$ cat src/rtl/ara_inval_responder.sv
// Turns byte-address write snoops from the vector unit into line invalidations for the L1 D-cache.
// Back-to-back writes to the line most recently queued are merged into that entry.
module ara_inval_responder #(
    parameter int AddrWidth   = 64,
    parameter int L1LineWidth = 16,
    parameter int Depth       = 4
) (
    input  logic                 clk_i,
    input  logic                 rst_i,
    input  logic                 en_i,
    input  logic                 inval_valid_i,
    input  logic [AddrWidth-1:0] inval_addr_i,
    output logic                 inval_ready_o,
    output logic                 dc_inval_req_o,
    output logic [AddrWidth-1:0] dc_inval_addr_o,
    input  logic                 dc_inval_gnt_i,
    output logic                 busy_o,
    output logic [15:0]          coal_cnt_o
);

    localparam int PtrW = $clog2(Depth);
    localparam int OffW = $clog2(L1LineWidth);
    localparam int CntW = PtrW + 1;

    function automatic logic [AddrWidth-1:0] line_align(input logic [AddrWidth-1:0] a);
        logic [AddrWidth-1:0] r;
        r           = a;
        r[OffW-1:0] = '0;
        return r;
    endfunction

    function automatic logic [15:0] sat_inc(input logic [15:0] v);
        return (v == 16'hFFFF) ? v : v + 16'd1;
    endfunction

    logic [AddrWidth-1:0] mem [Depth];
    logic [PtrW-1:0]      wr_ptr;
    logic [PtrW-1:0]      rd_ptr;
    logic [CntW-1:0]      count;
    logic [15:0]          coal_cnt;

    logic [AddrWidth-1:0] line;
    logic [AddrWidth-1:0] tail;
    logic                 nonempty;
    logic                 pop;
    logic                 hit;
    logic                 ready;
    logic                 accept;
    logic                 push;

    // A merge into the tail is refused when that tail is the single entry leaving this
    // cycle: the D-cache may already have invalidated the line before the new write landed.
    always_comb begin
        line     = line_align(inval_addr_i);
        tail     = mem[wr_ptr - PtrW'(1)];
        nonempty = (count != '0);
        pop      = nonempty & dc_inval_gnt_i;
        hit      = en_i & nonempty & (line == tail) & !((count == CntW'(1)) & pop);
        ready    = !en_i | (count < CntW'(Depth)) | hit;
        accept   = inval_valid_i & ready;
        push     = accept & en_i & !hit;
    end

    assign inval_ready_o   = ready;
    assign dc_inval_req_o  = nonempty;
    assign busy_o          = nonempty;
    assign dc_inval_addr_o = nonempty ? mem[rd_ptr] : '0;
    assign coal_cnt_o      = coal_cnt;

    always_ff @(posedge clk_i or posedge rst_i) begin
        if (rst_i) begin
            wr_ptr   <= '0;
            rd_ptr   <= '0;
            count    <= '0;
            coal_cnt <= '0;
        end else begin
            if (push) wr_ptr <= wr_ptr + PtrW'(1);
            if (pop)  rd_ptr <= rd_ptr + PtrW'(1);
            case ({push, pop})
                2'b10:   count <= count + CntW'(1);
                2'b01:   count <= count - CntW'(1);
                default: count <= count;
            endcase
            if (accept & hit) coal_cnt <= sat_inc(coal_cnt);
        end
    end

    // Storage is data only; occupancy alone decides which slots are meaningful.
    always_ff @(posedge clk_i) begin
        if (push) mem[wr_ptr] <= line;
    end

endmodule
$ cat config.mk
export PLATFORM = sky130hd
export DESIGN_NAME = ara_inval_responder
export DESIGN_NICKNAME = d
export VERILOG_FILES = /design/src/rtl/ara_inval_responder.sv
export SDC_FILE = /design/constraint.sdc
export NUM_CORES = 1
export LEC_CHECK = 0
export CAP_MARGIN = 20
export CELL_PAD_IN_SITES_DETAIL_PLACEMENT = 1
export CELL_PAD_IN_SITES_GLOBAL_PLACEMENT = 2
export CORE_ASPECT_RATIO = 1.25
export CORE_MARGIN = 2
export CORE_UTILIZATION = 38
export DETAILED_ROUTE_END_ITERATION = 6
export PLACE_DENSITY_LB_ADDON = 0.3
export SETUP_SLACK_MARGIN = 0.02
export SLEW_MARGIN = 20
export SYNTH_ARGS = -nofsm -noshare
export SYNTH_HDL_FRONTEND = slang
export SYNTH_SLANG_ARGS = --single-unit
$ cat constraint.sdc
create_clock -name clk_i -period 5.86 [get_ports clk_i]
set_clock_uncertainty 0.05 [all_clocks]
set_input_delay 1.465 -clock clk_i [delete_from_list [all_inputs] [get_ports clk_i]]
set_output_delay 1.465 -clock clk_i [all_outputs]
set_load 0.01 [all_outputs]
# ---- Word level (Yosys, flattened, before mapping)
# Memory sizes are Yosys's and may differ from the RTL's.
# Index checks and enable logic that the tools add are counted.
dict set report classes {
  bitwise_logic 12
  n_mux 4
  eq_ne 5
  order_cmp 1
  n_addsub 6
  n_reduce_logical 6
}
# cell n
set op_table {}
lappend op_table {{$eq 64x64->1} 1}
lappend op_table {{$mux 64} 1}
lappend op_table {{$add 16x1->16 const B} 1}
lappend op_table {{$eq 16x16->1 const B} 1}
lappend op_table {{$and 1x1->1} 9}
lappend op_table {{$pmux 3 s2} 1}
lappend op_table {{$add 2x1->2 const B} 2}
lappend op_table {{$add 3x1->3 const B} 1}
lappend op_table {{$eq 3x1->1 const B} 1}
lappend op_table {{$logic_not 1->1} 3}
lappend op_table {{$lt 3x3->1 const B} 1}
lappend op_table {{$reduce_bool 3->1} 1}
lappend op_table {{$sub 3x1->3 const B} 1}
lappend op_table {{$eq 2x1->1 const B} 1}
lappend op_table {{$eq 2x2->1 const B} 1}
lappend op_table {{$mux 1} 2}
lappend op_table {{$or 1x1->1} 2}
lappend op_table {{$reduce_and 2->1} 1}
lappend op_table {{$reduce_bool 2->1} 1}
lappend op_table {{$sub 2x1->2 const B} 1}
lappend op_table {{$not 1->1} 1}
dict set report word_totals {
  memories 1
  inputBits 69
  output_inout_bits 83
  register_bits 23
  ramBits 240
}
# memory words width read_ports rd_clocked_by_memory_dff wr line
set memory_table {}
lappend memory_table {mem 4 60 2 0 1 36} ;# logic [AddrWidth-1:0] mem [Depth];

# ---- Depth between registers and ports, before layout
# Gate-level depths: netlist of run 1.
dict set report depth {
  ltp_word 11
  depth_mapped 22
  depth_no_buf 14
}

# ---- Worst setup path after synthesis of run 1
# OpenSTA, ideal clock, no wires.
dict set report synth_path {
  path_type {register to register}
  startpoint {register wr_ptr[0]}
  endpoint {memory mem[0][0] (netlist bit) (enable)}
  setup_time_ns 0.424
  path_stages_with_launch 19
  required_ns 5.386
  t_arrival_ns 5.280
  path_slack_ns 0.105
  cell_sequence {dfrtp_1 > buf_6 > inv_1 > clkbuf_1 > clkbuf_1 > ha_1 > buf_6 > buf_4 > buf_4 > buf_2 > buf_2 > mux4_2 > xnor2_1 > nand4_1 > nor4_1 > nand4_1 > nor3_1 > nor3_1 > and2_1}
}
dict set report synth_via {
  elab_chain_len 11
  elab_cells_between_ends 12
}
# item line
set synth_rtl {}
lappend synth_rtl {{from (decl)} 37} ;# logic [PtrW-1:0] wr_ptr;
lappend synth_rtl {{from (signal assigned)} 77} ;# if (push) wr_ptr <= wr_ptr + PtrW'(1);
lappend synth_rtl {{$sub 2x1->2} 55} ;# tail = mem[wr_ptr - PtrW'(1)];
lappend synth_rtl {{$mem_v2 4x60} n/a}
lappend synth_rtl {{$eq 64x64->1} 58} ;# hit = en_i & nonempty & (line == tail) & !((count == CntW'(1)) & pop);
lappend synth_rtl {{$and 1x1->1 (2 in a row)} 58}
lappend synth_rtl {{$or 1x1->1} 59} ;# ready = !en_i | (count < CntW'(Depth)) | hit;
lappend synth_rtl {{$and 1x1->1} 60} ;# accept = inval_valid_i & ready;
lappend synth_rtl {{$and 1x1->1 (2 in a row)} 61} ;# push = accept & en_i & !hit;
lappend synth_rtl {{$mux 1} 90} ;# if (push) mem[wr_ptr] <= line;
lappend synth_rtl {{$mux 1 (not written as such)} 90}
lappend synth_rtl {{to (decl)} 36}
# Parallel ways exist; a longest one is shown, timed or not.

# ---- Worst setup path in the final report of run 1
dict set report layout_path {
  startpoint {input port inval_addr_i[59]}
  endpoint {output port inval_ready_o}
}
dict set report layout_via {
  elab_chain_len 4
}
# item line
set layout_rtl {}
lappend layout_rtl {{from (decl)} 12} ;# input logic [AddrWidth-1:0] inval_addr_i,
lappend layout_rtl {{$eq 64x64->1} 58}
lappend layout_rtl {{$and 1x1->1 (2 in a row)} 58}
lappend layout_rtl {{$or 1x1->1} 59}
lappend layout_rtl {{to (decl)} 13} ;# output logic inval_ready_o,
# No other way between the ends.

==> run summary, run 1 <==
The cell leakage power came out at ~5.6 nW. The area growth from synthesis to final layout is 25.18%. The longest individual stage delay on the worst path came out at 0.52 ns. The number of input and output port buffers inserted came out at 143. The floorplan step defined a core boundary enclosing 33590 sq um. The critical path start-end classification is in -> out. The data required time at the worst endpoint came out at ~4.4 ns.

STA classifies the critical path startpoint as an input port. The remaining antenna violation count came out at 0. Row generation in the floorplan step produced 75 rows. Setup violations remaining at the end of the flow were counted as 0. Power comes to 8.231 mW. The highest fanout seen on the critical path is 2. In the final layout, the share of cells above drive strength 1 is about a quarter.

The number of antenna violations at the first check in global routing came to 0. The startpoint identified for the worst register-to-register timing path is wr_ptr[1]$_DFFE_PP0P_. The total of warnings raised by yosys is 0. Walking the worst path, the cells encountered are clkdlybuf4s50_1, a221o_1, a2111o_1, or4b_1, a2111o_1, o311ai_2, buf_2. The number of buffer and inverter stages on the critical path came out at 2. The tree is rooted in a sky130_fd_sc_hd__clkbuf_16. The arrival time at the worst endpoint is 4.09 ns.

The final worst hold slack came out at 0.4520 ns. The part of the Yosys area used for sequential elements is between 60% and 70%. The chip height is 210.4 um. The sort of element at the end of the critical path is an output pin.

The most numerous cell type found on the critical path is sky130_fd_sc_hd__a2111o_1. The count of different cell masters after synthesis came out at 58. The mean instance size in the synthesized netlist came out at between 15 and 20 sq um. The CTS H-tree depth came out at 1. The sum of overflow across all layers after global routing came out at 0. The maximum vdd drop came out at roughly 0.3 mV. Max-cap violations in this run came to 0. In this run the cell area measured after placement is about 15000 sq um. The worst path in the final design needs a cycle of roughly 5.6 ns, including I/O delays and setup. The worst hold path belongs to the class reg -> reg. In this run the critical register-to-register path is captured at mem[3][6]$_DFFE_PP_. The share of synthesized registers carrying an async set or reset is 8.745%. The floorplan step set the die width to 169.1 um. Yosys mapped a number of flops with a built-in enable equal to between 200 and 250.

The post-synthesis instance total is between 700 and 800. The initial standard-cell utilization of the core is between 30 and 40%. The first-pass GRT wire length is 52910 um. The placed wire-length estimate is 22680 um. After clock tree synthesis, the flow added hold-fix buffers numbering 0.

The actual transition at the worst max-transition pin came out at 0.9477 ns. The CTS tree is built. The detailed router placed 7787 vias in this run. The number of detailed-routing iterations run before antenna repair came out at 4.

The power per unit of standard cell area is 507.6 nW/um^2. The most used flip-flop cell after synthesis is sky130_fd_sc_hd__edfxtp_1. The top-level port count is 152. The number of global-route vias before repair came out at 8658.

Counting cells, the worst reg-to-reg path comes to 16. Static timing analysis puts the maximum clock frequency at 0.1783 GHz. In the routed layout, each cell is associated on average with a via count of 5.531.

The aggregate global-route resource usage is roughly 20%. The flow ran to the end, and the final reports show no timing, DRC or antenna violations. In the layout the commonest cells are sky130_fd_sc_hd__edfxtp_1 (240), sky130_fd_sc_hd__clkdlybuf4s50_1 (141), sky130_fd_sc_hd__mux4_2 (97). The routability-driven placement congestion ratio came out at 0.7461. The aggregate routed wire length came out at 34480 um.

At the end of the flow, the number of nets in the layout was around 1.0k. The total count of max-transition violations in the final report came out at 0. The worst-case clock buffer depth is 3.

The path with the worst hold slack has its endpoint at coal_cnt_o[11]$_DFFE_PP0P_. The floorplan step defined a die boundary enclosing around 36000 sq um. The post-layout utilization of the core came out at 48.26%. Among all stages on the critical path, the largest delay is contributed by sky130_fd_sc_hd__or4b_1.

The post-route standard cell area excluding fillers is 16210 sq um. The final critical path takes up 95.70% of the cycle. The DRC marker count from the first detailed-route iteration came out at 514. The worst relative slew slack came out at 36.75%. The average wire length per cell after detail routing is between 20 and 25 um. The insertion delay to the later sink of the worst-skew pair is 0.55 ns. The number of buffers added by the clock tree synthesis step came out at 29. The kind of cell adding the most delay to the critical path is compound AO/OA/AOI/OAI gates. The total count of hold-check failures in the final report came out at 0. The pin count of the biggest net entering global routing is 69. In this run the most critical hold path is launched from coal_cnt_o[11]$_DFFE_PP0P_.

The clock transition at the registers of the reported paths came out at 0.06 ns. The most common cell after layout, fill and taps aside is sky130_fd_sc_hd__edfxtp_1. Setup repair after global routing left no endpoint under its margin.

The DRC violations left came out at 0. The worst register-to-register path has a setup slack of 1.00 ns. The cell area after synthesis is around 13000 sq um. The synthesized design contains 263 register bits. Counting every sink on the clock net gives 263. Setup total negative slack on the finished layout was measured at 0 ns. The number of instances on the worst hold path came out at 1.
Yosys cell counts, drive strengths merged (2+ instances only):
cell	count	area share, %
nand3b	2	0.12
mux2	17	1.5
xnor2	49	3.3
nor4	3	0.26
nor3	5	0.19
and2	68	3.3
o311ai	2	0.14
and3	6	0.29
a21oi	2	0.077
inv	22	0.64
clkbuf	18	0.52
mux4	97	17
buf	31	1.5
o32ai	2	0.14
a2111o	3	0.26
nand4	13	0.63
o2111ai	2	0.14
ha	10	0.97
nand2	14	0.41
a211oi	3	0.17
o221ai	6	0.41
a221oi	4	0.27
xor2	9	0.61
a31oi	2	0.097
dfrtp	23	4.4
a2111oi	3	0.20
o2bb2ai	3	0.20
edfxtp	240	56
o22ai	9	0.43
mux2i	49	3.8
a222oi	3	0.23
o21ai	7	0.27
nand2b	3	0.14
nor2	5	0.14
nand3	11	0.50
a22oi	3	0.17
how the worst max path moves through the flow:
| stage | startpoint | endpoint | slack [ns] | depth (start not counted) |
|---|---|---|---|---|
| floorplan | wr_ptr[0]$_DFFE_PP0P_ | mem[0][0]$_DFFE_PP_ | 0.11 | 18 |
| global placement | inval_addr_i[58] | inval_ready_o | -0.43 | 9 |
| detailed placement | inval_addr_i[58] | inval_ready_o | -0.49 | 9 |
| CTS | inval_addr_i[48] | inval_ready_o | 0.08 | 8 |
| global route | wr_ptr[1]$_DFFE_PP0P_ | inval_ready_o | 0.13 | 12 |
| finish | inval_addr_i[59] | inval_ready_o | 0.25 | 7 |
per-stage QoR:
stage | cells | worst slack (ns)
3_3_place_gp | 1347 | -0.4271
4_1_cts | 1407 | 0.08457
6_report | 1408 | 0.2517
3_5_place_dp | 1347 | -0.4864
5_1_grt | 1407 | 0.1326
2_1_floorplan | 768 | 0.1055
layer usage:
metal	track usage, %	vias to the layer above	share of wire [%]
met1	25.40	4063	42
met2	33.43	207	50
met3	3.492	54	4.8
met4	6.661	0	3.0
met5	0	-	0
li1	-	3463	-
power breakdown:
| part | internal [mW] | leakage [nW] | total, mW | switching (mW) |
|---|---|---|---|---|
| Combinational | 2.18 | 2.63 | 4.12 | 1.95 |
| Clock | 1.00 | 0.451 | 1.73 | 0.731 |
| Sequential | 2.22 | 2.47 | 2.37 | 0.155 |
| Total | 5.40 | 5.56 | 8.23 | 2.83 |
sequential cells by signal (all words and copies together), names as in the netlist:
name        flops
wr_ptr          2
count           3
rd_ptr          2
coal_cnt_o     16
mem           240
layout make-up:
type / count / area, sq um
Timing Repair Buffer: 211 / 2014
Fill cell: 3235 / 17380
Multi-Input combinational cell: 434 / 4883
Inverter: 22 / 82.58
Sequential cell: 263 / 7791
Clock inverter: 9 / 55.05
Clock buffer: 45 / 855.8
Antenna cell: 1 / 2.502
Tap cell: 423 / 529.3
what timing repair did:
item | CTS | global route
endpoints found under the setup margin | 1 | 1
resized for setup | 9 | 2
buffers inserted | 6 | 0
pin swaps | 2 | 1
cloned | 0 | 0
cells by family after synthesis:
kind of cell,after synthesis,synth area share (%)
flip-flops,263,60.08
AND/OR/NAND/NOR,137,6.405
AO/OA/AOI/OAI,62,3.777
adder cells (fa/ha/maj),10,0.9660
other,1,0.02895
buffers and inverters,71,2.656
multiplexers,163,22.16
XOR/XNOR,58,3.922
(Power assumes the default switching activity.)
==> inputs of run 2 (changes only) <==
--- a/config.mk
+++ b/config.mk
@@ -11,8 +11,9 @@
 export CORE_ASPECT_RATIO = 1.25
 export CORE_MARGIN = 2
 export CORE_UTILIZATION = 38
+export CTS_CLUSTER_SIZE = 20
 export DETAILED_ROUTE_END_ITERATION = 6
-export PLACE_DENSITY_LB_ADDON = 0.3
+export PLACE_DENSITY = 0.82
 export SETUP_SLACK_MARGIN = 0.02
 export SLEW_MARGIN = 20
 export SYNTH_ARGS = -nofsm -noshare
==> run summary, run 2 (synthesis gave the netlist of run 1 again) <==
The area growth from synthesis to final layout came out at 24.61%. The worst-case clock buffer depth is 3 (unchanged). The internal power summed over all cells was 5.342 mW (-1.1%). The data required time at the worst endpoint came out at 4.35 ns (about the same).

The placement row count is 75 (unchanged). The DRC marker count from the first detailed-route iteration is 440 (-14%). The critical path is of the in -> out type. The multi-input combinational cell area is 4863 sq um (-0.41%). The number of filler cells placed in the layout came out at 3242 (+0.22%).

The fraction of the cycle the final worst path needs was 97.64% (+1.9 points). The total via count after detailed routing came out at 7828 (+0.53%). The CTS tree is built. The busiest layer in global routing is met2.

The clock root buffer is sky130_fd_sc_hd__clkbuf_16. The total count of hold-check failures in the final report came to 0 (unchanged). The chip height is 210.4 um (unchanged). The met1 global-route usage was 25.56% (+0.16 points). The post-cts repair resize count came to 7 (-2). The total power after layout is 8.128 mW (-1.2%). The layout cell share with drive strength beyond 1 came out at 23.79% (-0.90 points). The number of flip-flops in the largest register is 240 (unchanged). The actual transition at the worst max-transition pin came out at 0.9120 ns (-0.03565 ns). The aggregate global-route resource usage came out at 19.19% (-0.44 points). The sequential share of power was 29.8% (+0.9 points).

The die outline width came out at 169.1 um (unchanged). The routability-driven placement congestion ratio came out at 0.7696 (+3.1%). The number of maximum-capacitance violations came out at 0 (unchanged). The ratio of routed vias to standard cells came out at 5.591 (+1.1%).

The most common cell after layout, fill and taps aside is sky130_fd_sc_hd__edfxtp_1. The DRC violations left is 0 (unchanged). The setup slack after placement is -0.4727 ns (+0.01376 ns). The number of buffers added by the clock tree synthesis step is 28 (-3.4%). The average wire length per cell after detail routing is 24.43 um (-0.25%). The first-pass GRT wire length came out at 51940 um (-1.8%). The pin count of the biggest net entering global routing came to 69 (unchanged). The setup TNS is 0 ns (unchanged). The number of buffers inserted to repair setup after CTS was 0 (-6).

The fraction of power spent switching nets is 34.28% (-0.11 points). The full die area is 35590 sq um (unchanged). The met3 track utilization from global routing came out at 3.173% (-0.32 points). The top achievable clock speed is 0.1748 GHz (-2.0%). The min-delay analysis places its worst path in the category reg -> reg.

The total count of max-transition violations in the final report is 0 (unchanged). The CTS sink count is 263 (unchanged). The final period demand of the worst path came out at 5.722 ns (+0.1134 ns). The run finished with clean final reports. The initial standard-cell utilization of the core is 38.55% (unchanged). The cell leakage power is 5.497 nW (-1.0%). The sort of element at the start of the critical path is an input port. The maximum vdd drop is 0.3731 mV (+24%). The highest fanout seen on the critical path is 2 (unchanged). The placeable core region is 33590 sq um (unchanged). Setup repair after global routing left no endpoint under its margin. The remaining antenna violation count came out at 0 (unchanged). The switching power of the nets came to 2.787 mW (-1.6%). mem holds more flip-flops than any other register. The number of detailed-routing iterations run before antenna repair is 5 (+1). The top cell types in the final layout, fill and taps aside, are sky130_fd_sc_hd__edfxtp_1 (240), sky130_fd_sc_hd__clkdlybuf4s50_1 (142), sky130_fd_sc_hd__mux4_2 (97). The CTS H-tree depth is 1 (unchanged). The final worst-path setup slack is 0.1383 ns (-0.1134 ns). The top-level port count is 152 (unchanged). The aggregate routed wire length came to 34200 um (-0.81%). The register area came out at 7791 sq um (unchanged). The clock group share of total power came out at 21.1% (about the same). The post-layout utilization of the core is 48.04% (-0.22 points). The met2 track demand over resource in global routing is 32.33% (-1.1 points). The combinational share of power was 49.1% (-1.0 points). The number of input and output port buffers inserted is 143 (unchanged). The worst relative slew slack was 39.13% (+2.4 points). The power per unit of standard cell area is 503.6 nW/um^2 (-0.80%). The clock transition at the registers of the reported paths is 0.06 ns (about the same). The number of global-route vias before repair came out at 8406 (-2.9%). The worst setup path is captured at an output pin. The count of hold buffers inserted by post-cts repair is 0 (unchanged).

The arrival time at the worst endpoint is 4.21 ns (+0.12 ns). The placed wire-length estimate is 22560 um (-0.53%). The sum of overflow across all layers after global routing came out at 0 (unchanged). The insertion delay to the later sink of the worst-skew pair came out at 0.55 ns (about the same).

The number of antenna violations at the first check in global routing is 3 (+3). The final net count came out at 1034 (-0.58%). The final setup violation count is 0 (unchanged).
run 2: worst paths after layout:
path                                      startpoint                          to  slack (ns)  cells after the start
setup / recovery                    inval_addr_i[48]               inval_ready_o        0.14                      8
hold / removal             coal_cnt_o[4]$_DFFE_PP0P_   coal_cnt_o[4]$_DFFE_PP0P_        0.45                      1
setup reg to reg               wr_ptr[1]$_DFFE_PP0P_        mem[1][15]$_DFFE_PP_        1.11                     13
hold reg to reg            coal_cnt_o[4]$_DFFE_PP0P_   coal_cnt_o[4]$_DFFE_PP0P_        0.45                      1
max in group asynchronous                      rst_i       wr_ptr[0]$_DFFE_PP0P_        3.72                      2
min in group asynchronous                      rst_i  coal_cnt_o[15]$_DFFE_PP0P_        1.37                      2
run 2: power groups by stage:
stage	clock network [mW]	logic [mW]	registers (mW)
after global placement	0	4.00	2.45
after global routing	1.81	4.26	2.45
after detailed placement	0	4.02	2.47
final	1.71	3.99	2.42
after floorplan	0	2.61	2.31
after CTS	1.74	4.06	2.43
run 2: cell type report:
type	count	area share, %
sequential	263	48.27
tap	423	3.279
timing repair buffer	206	12.31
clock inverter	16	0.8527
clock buffer	34	4.612
inverter	22	0.5116
multi-input combinational	434	30.13
antenna	2	0.03101
run 2: per-layer routing:
metal	vias to the layer above	part of all wire, %
li1	3452	-
met4	2	2.6
met1	4080	41
met5	-	0.032
met3	55	5.4
met2	239	51
run 2: metrics by stage:
| step | area, sq um | hold slack (ns) | cells |
|---|---|---|---|
| CTS | 16140 | 0.4539 | 1398 |
| global route | 16140 | 0.4657 | 1400 |
| detailed placement | 15250 | 0.4411 | 1348 |
| floorplan | 12960 | 0.4251 | 768 |
| global placement | 15250 | 0.4330 | 1348 |
| finish | 16140 | 0.4518 | 1400 |
run 2: worst max-delay path, stage by stage:
cell                              delay, ns
sky130_fd_sc_hd__clkdlybuf4s50_1       0.49
sky130_fd_sc_hd__inv_1                 0.07
sky130_fd_sc_hd__a221o_1               0.32
sky130_fd_sc_hd__a2111o_1              0.37
sky130_fd_sc_hd__or4b_1                0.51
sky130_fd_sc_hd__a2111o_1              0.48
sky130_fd_sc_hd__o311ai_1              0.28
sky130_fd_sc_hd__buf_2                 0.21
==> inputs of run 3 (changes only) <==
--- a/config.mk
+++ b/config.mk
@@ -5,12 +5,13 @@
 export SDC_FILE = /design/constraint.sdc
 export NUM_CORES = 1
 export LEC_CHECK = 0
+export ABC_AREA = 1
 export CAP_MARGIN = 20
 export CELL_PAD_IN_SITES_DETAIL_PLACEMENT = 1
 export CELL_PAD_IN_SITES_GLOBAL_PLACEMENT = 2
 export CORE_ASPECT_RATIO = 1.25
 export CORE_MARGIN = 2
-export CORE_UTILIZATION = 38
+export CORE_UTILIZATION = 31
 export CTS_CLUSTER_SIZE = 20
 export DETAILED_ROUTE_END_ITERATION = 6
 export PLACE_DENSITY = 0.82
==> run summary, run 3 <==
The worst relative slew slack is 34.35% (-4.8 points). The number of input and output port buffers inserted came out at 143 (unchanged). The ratio of routed vias to standard cells came out at 5.029 (-10%). The part of the Yosys area used for sequential elements came out at 55.76% (-4.3 points). After synthesis, the largest family of logic cells by area is simple AND/OR/NAND/NOR gates. The initial standard-cell utilization of the core is 31.56% (-7.0 points).

The number of buffers inserted to repair setup after CTS is 0 (unchanged). The number of global-route vias before repair is 13.17k (+57%). The CTS sink count came out at 263 (unchanged).

The power per unit of standard cell area came to 553.3 nW/um^2 (+9.9%). The number of placed instances with taps included is 2332 (+73%). The total count of hold-check failures in the final report is 0 (unchanged). The run finished with clean final reports.

The number of flip-flops in the largest register came out at 240 (unchanged). The remaining antenna violation count is 0 (unchanged). The path class of the tightest hold or removal check is reg -> reg. Counting instances in the post-synthesis netlist gives the leading cell types as sky130_fd_sc_hd__nand2_1 (504), sky130_fd_sc_hd__nor2_1 (311), sky130_fd_sc_hd__edfxtp_1 (240).

The critical path start-end classification is reg -> out. The post-cts repair resize count was 0 (-7). The routability-driven placement congestion ratio is 0.7510 (-2.4%). The top-level port count is 152 (unchanged). The simple-gate area share of the yosys netlist is 30.66% (+24 points). The number of buffers added by the clock tree synthesis step is 29 (+3.6%). Leaving out fill and tap cells, the most frequent cell in the layout is sky130_fd_sc_hd__nand2_1. The data required time at the worst endpoint came out at 4.35 ns (about the same). The xor and xnor area share after synthesis came out at 0.6275% (-3.3 points). The average wire length per cell after detail routing came out at 19.67 um (-19%).

The number of flip-flops and latches in the synthesized netlist was 263 (unchanged). The full die area is 46750 sq um (+31%). The number of maximum-capacitance violations is 0 (unchanged). The largest total area in the synthesized netlist belongs to sky130_fd_sc_hd__edfxtp_1.

TritonCTS built the clock tree. The DRC violations left came out at 0 (unchanged). The pin count of the biggest net entering global routing came out at 123 (+78%). The aggregate routed wire length came out at 46980 um (+37%). The final setup violation count is 0 (unchanged). Compared with the post-synthesis result, the final layout area differs by 21.07%.

The insertion delay to the later sink of the worst-skew pair is 0.57 ns (+0.02 ns). The area share of the leading cell type in the synthesized netlist is 51.64% (-4.0 points). The total via count after detailed routing was 12.01k (+53%).

By area the synthesized netlist is led by sky130_fd_sc_hd__edfxtp_1 (52%), sky130_fd_sc_hd__nand2_1 (14%), sky130_fd_sc_hd__nor2_1 (8.4%), sky130_fd_sc_hd__nand3_1 (5.9%), sky130_fd_sc_hd__o21ai_0 (4.5%). The count of non-filler cells in the finished layout came out at 2388 (+71%). The count of different cell masters after synthesis came to 25 (-57%). The CTS H-tree depth came out at 1 (unchanged). The die outline width came out at 193.8 um (+15%). The placed wire-length estimate came to 28170 um (+25%).

The cell area after synthesis was 13960 sq um (+7.8%). The cell leakage power came out at 6.681 nW (+22%). The highest fanout seen on the critical path came out at 32 (+30). The library cells used most frequently in the layout, excluding fill and tap cells, are sky130_fd_sc_hd__nand2_1 (504), sky130_fd_sc_hd__nor2_1 (307), sky130_fd_sc_hd__edfxtp_1 (240).

The final net count is 1870 (+81%). The sort of element at the end of the critical path is an output pin. Setup repair after global routing left no endpoint under its margin. The actual transition at the worst max-transition pin is 0.9847 ns (+0.07265 ns). The top achievable clock speed is 0.1822 GHz (+4.3%). The arrival time at the worst endpoint came out at 3.97 ns (-0.24 ns). The placeable core region is 44220 sq um (+32%).

The DRC marker count from the first detailed-route iteration is 606 (+38%). The maximum vdd drop came out at 0.3907 mV (+4.7%). The area fraction in compound gates after synthesis is 6.714% (+2.9 points). The number of detailed-routing iterations run before antenna repair came out at 5 (unchanged). The most used flip-flop cell after synthesis is sky130_fd_sc_hd__edfxtp_1. The reg2reg setup slack is 1.30 ns (+0.19 ns).

The share of synthesized registers carrying an async set or reset came out at 8.745% (unchanged). The number of filler cells placed in the layout is 5183 (+60%). The worst-case clock buffer depth is 3 (unchanged). The chip height came to 241.2 um (+15%).

The setup TNS is 0 ns (unchanged). sky130_fd_sc_hd__nand2_1 is the most common cell in the netlist. The layout cell share with drive strength beyond 1 was 4.245% (-20 points). Counting flops per register, the top entry is mem.

The final period demand of the worst path is 5.487 ns (-0.2345 ns). The fraction of synthesized area in multiplexers is 0% (-22 points). The clock transition at the registers of the reported paths is 0.06 ns (about the same). STA classifies the critical path startpoint as a register.

The total of warnings raised by yosys came out at 0 (unchanged). The number of synthesized flops with an enable pin was 240 (unchanged). The placement row count came out at 86 (+15%). The adder and majority gate portion of the synthesized area is 0.8965% (-0.070 points). The cell sitting at the root of the clock tree is a sky130_fd_sc_hd__clkbuf_16. The fraction of the cycle the final worst path needs is 93.64% (-4.0 points). The total count of max-transition violations in the final report is 0 (unchanged). The sum of overflow across all layers after global routing is 0 (unchanged). The aggregate global-route resource usage is 20.05% (+0.86 points). The first-pass GRT wire length was 73440 um (+41%). The count of hold buffers inserted by post-cts repair came out at 0 (unchanged).

The mean instance size in the synthesized netlist is 8.293 sq um (-51%). The post-synthesis instance total was 1683 (+120%). The number of antenna violations at the first check in global routing is 2 (-1).
run 3: changes by cell type after synthesis, sizes merged, moves of 46 or more:
cell,before,now
o21ai,7,125
and2,68,0
mux2i,49,0
nand2,14,504
nor2,5,313
inv,22,84
xnor2,49,3
mux4,97,0
nand3,11,164
a21oi,2,61
run 3: per-layer routing:
layer	vias to the layer above	track usage (%)	part of all wire (%)
met5	-	0	0.028
met1	5970	23.95	42
met3	54	2.353	3.6
met2	196	37.97	52
li1	5787	-	-
met4	2	5.529	2.0
run 3: cell type report:
cell class | instances | area (sq um) | share of cell area (%)
diodes | 2 | 5.005 | 0.02962
clock buffers | 39 | 763.2 | 4.517
well taps | 572 | 715.7 | 4.235
inverters | 86 | 327.8 | 1.940
flip-flops and latches | 263 | 7791 | 46.11
clock inverters | 15 | 146.4 | 0.8663
repair buffers | 165 | 1672 | 9.893
multi-input cells | 1246 | 5477 | 32.41
run 3: logic make-up after synthesis:
logic type	after synthesis
simple gates	1035
flops	263
xor+xnor	10
buf+inv	177
other cells	1
fa+ha+maj	10
compound gates	187
run 3: where the power goes:
group | switching (mW) | internal (mW)
Combinational | 3.42 | 1.83
Sequential | 0.0745 | 2.23
Clock | 0.764 | 1.04
Total | 4.26 | 5.09
run 3: path summary, 6_finish.rpt:
kind	startpoint	endpoint	cells past startpoint
setup / recovery	wr_ptr[0]$_DFFE_PP0P_	inval_ready_o	15
hold / removal	count[1]$_DFFE_PP0P_	count[1]$_DFFE_PP0P_	2
setup reg to reg	wr_ptr[0]$_DFFE_PP0P_	mem[1][34]$_DFFE_PP_	17
hold reg to reg	count[1]$_DFFE_PP0P_	count[1]$_DFFE_PP0P_	2
max in group asynchronous	rst_i	wr_ptr[0]$_DFFE_PP0P_	2
min in group asynchronous	rst_i	coal_cnt_o[1]$_DFFE_PP0P_	2
run 3: critical path, stage by stage (launching register included):
cell and delay [ns]:
sky130_fd_sc_hd__dfrtp_4 0.50, sky130_fd_sc_hd__inv_4 0.08, sky130_fd_sc_hd__ha_2 0.29, sky130_fd_sc_hd__inv_2 0.41, sky130_fd_sc_hd__buf_12 0.29, sky130_fd_sc_hd__nand3_1 0.13, sky130_fd_sc_hd__nand3b_1 0.12, sky130_fd_sc_hd__nand2_1 0.07
sky130_fd_sc_hd__nor2_1 0.19, sky130_fd_sc_hd__nand2_1 0.13, sky130_fd_sc_hd__nor2_1 0.15, sky130_fd_sc_hd__nand2_1 0.09, sky130_fd_sc_hd__nor2_1 0.10, sky130_fd_sc_hd__nand2_1 0.16, sky130_fd_sc_hd__nand3_1 0.12, sky130_fd_sc_hd__clkdlybuf4s50_1 0.54
run 3: stage by stage:
step / cell area, sq um / utilization, % / worst slack, ns / power [mW] / hold WS [ns]
after floorplan: 13970 / - / 0.4323 / 5.483 / 0.4252
after global routing: 16890 / 38.20 / 0.06421 / 10.13 / 0.5296
final: 16900 / 38.21 / 0.3728 / 9.349 / 0.4782
after detailed placement: 15980 / 36.14 / 0.4988 / 7.679 / 0.4703
after global placement: 15980 / 36.14 / 0.5269 / 7.564 / 0.4477
after CTS: 16890 / 38.20 / 0.2570 / 9.538 / 0.4851
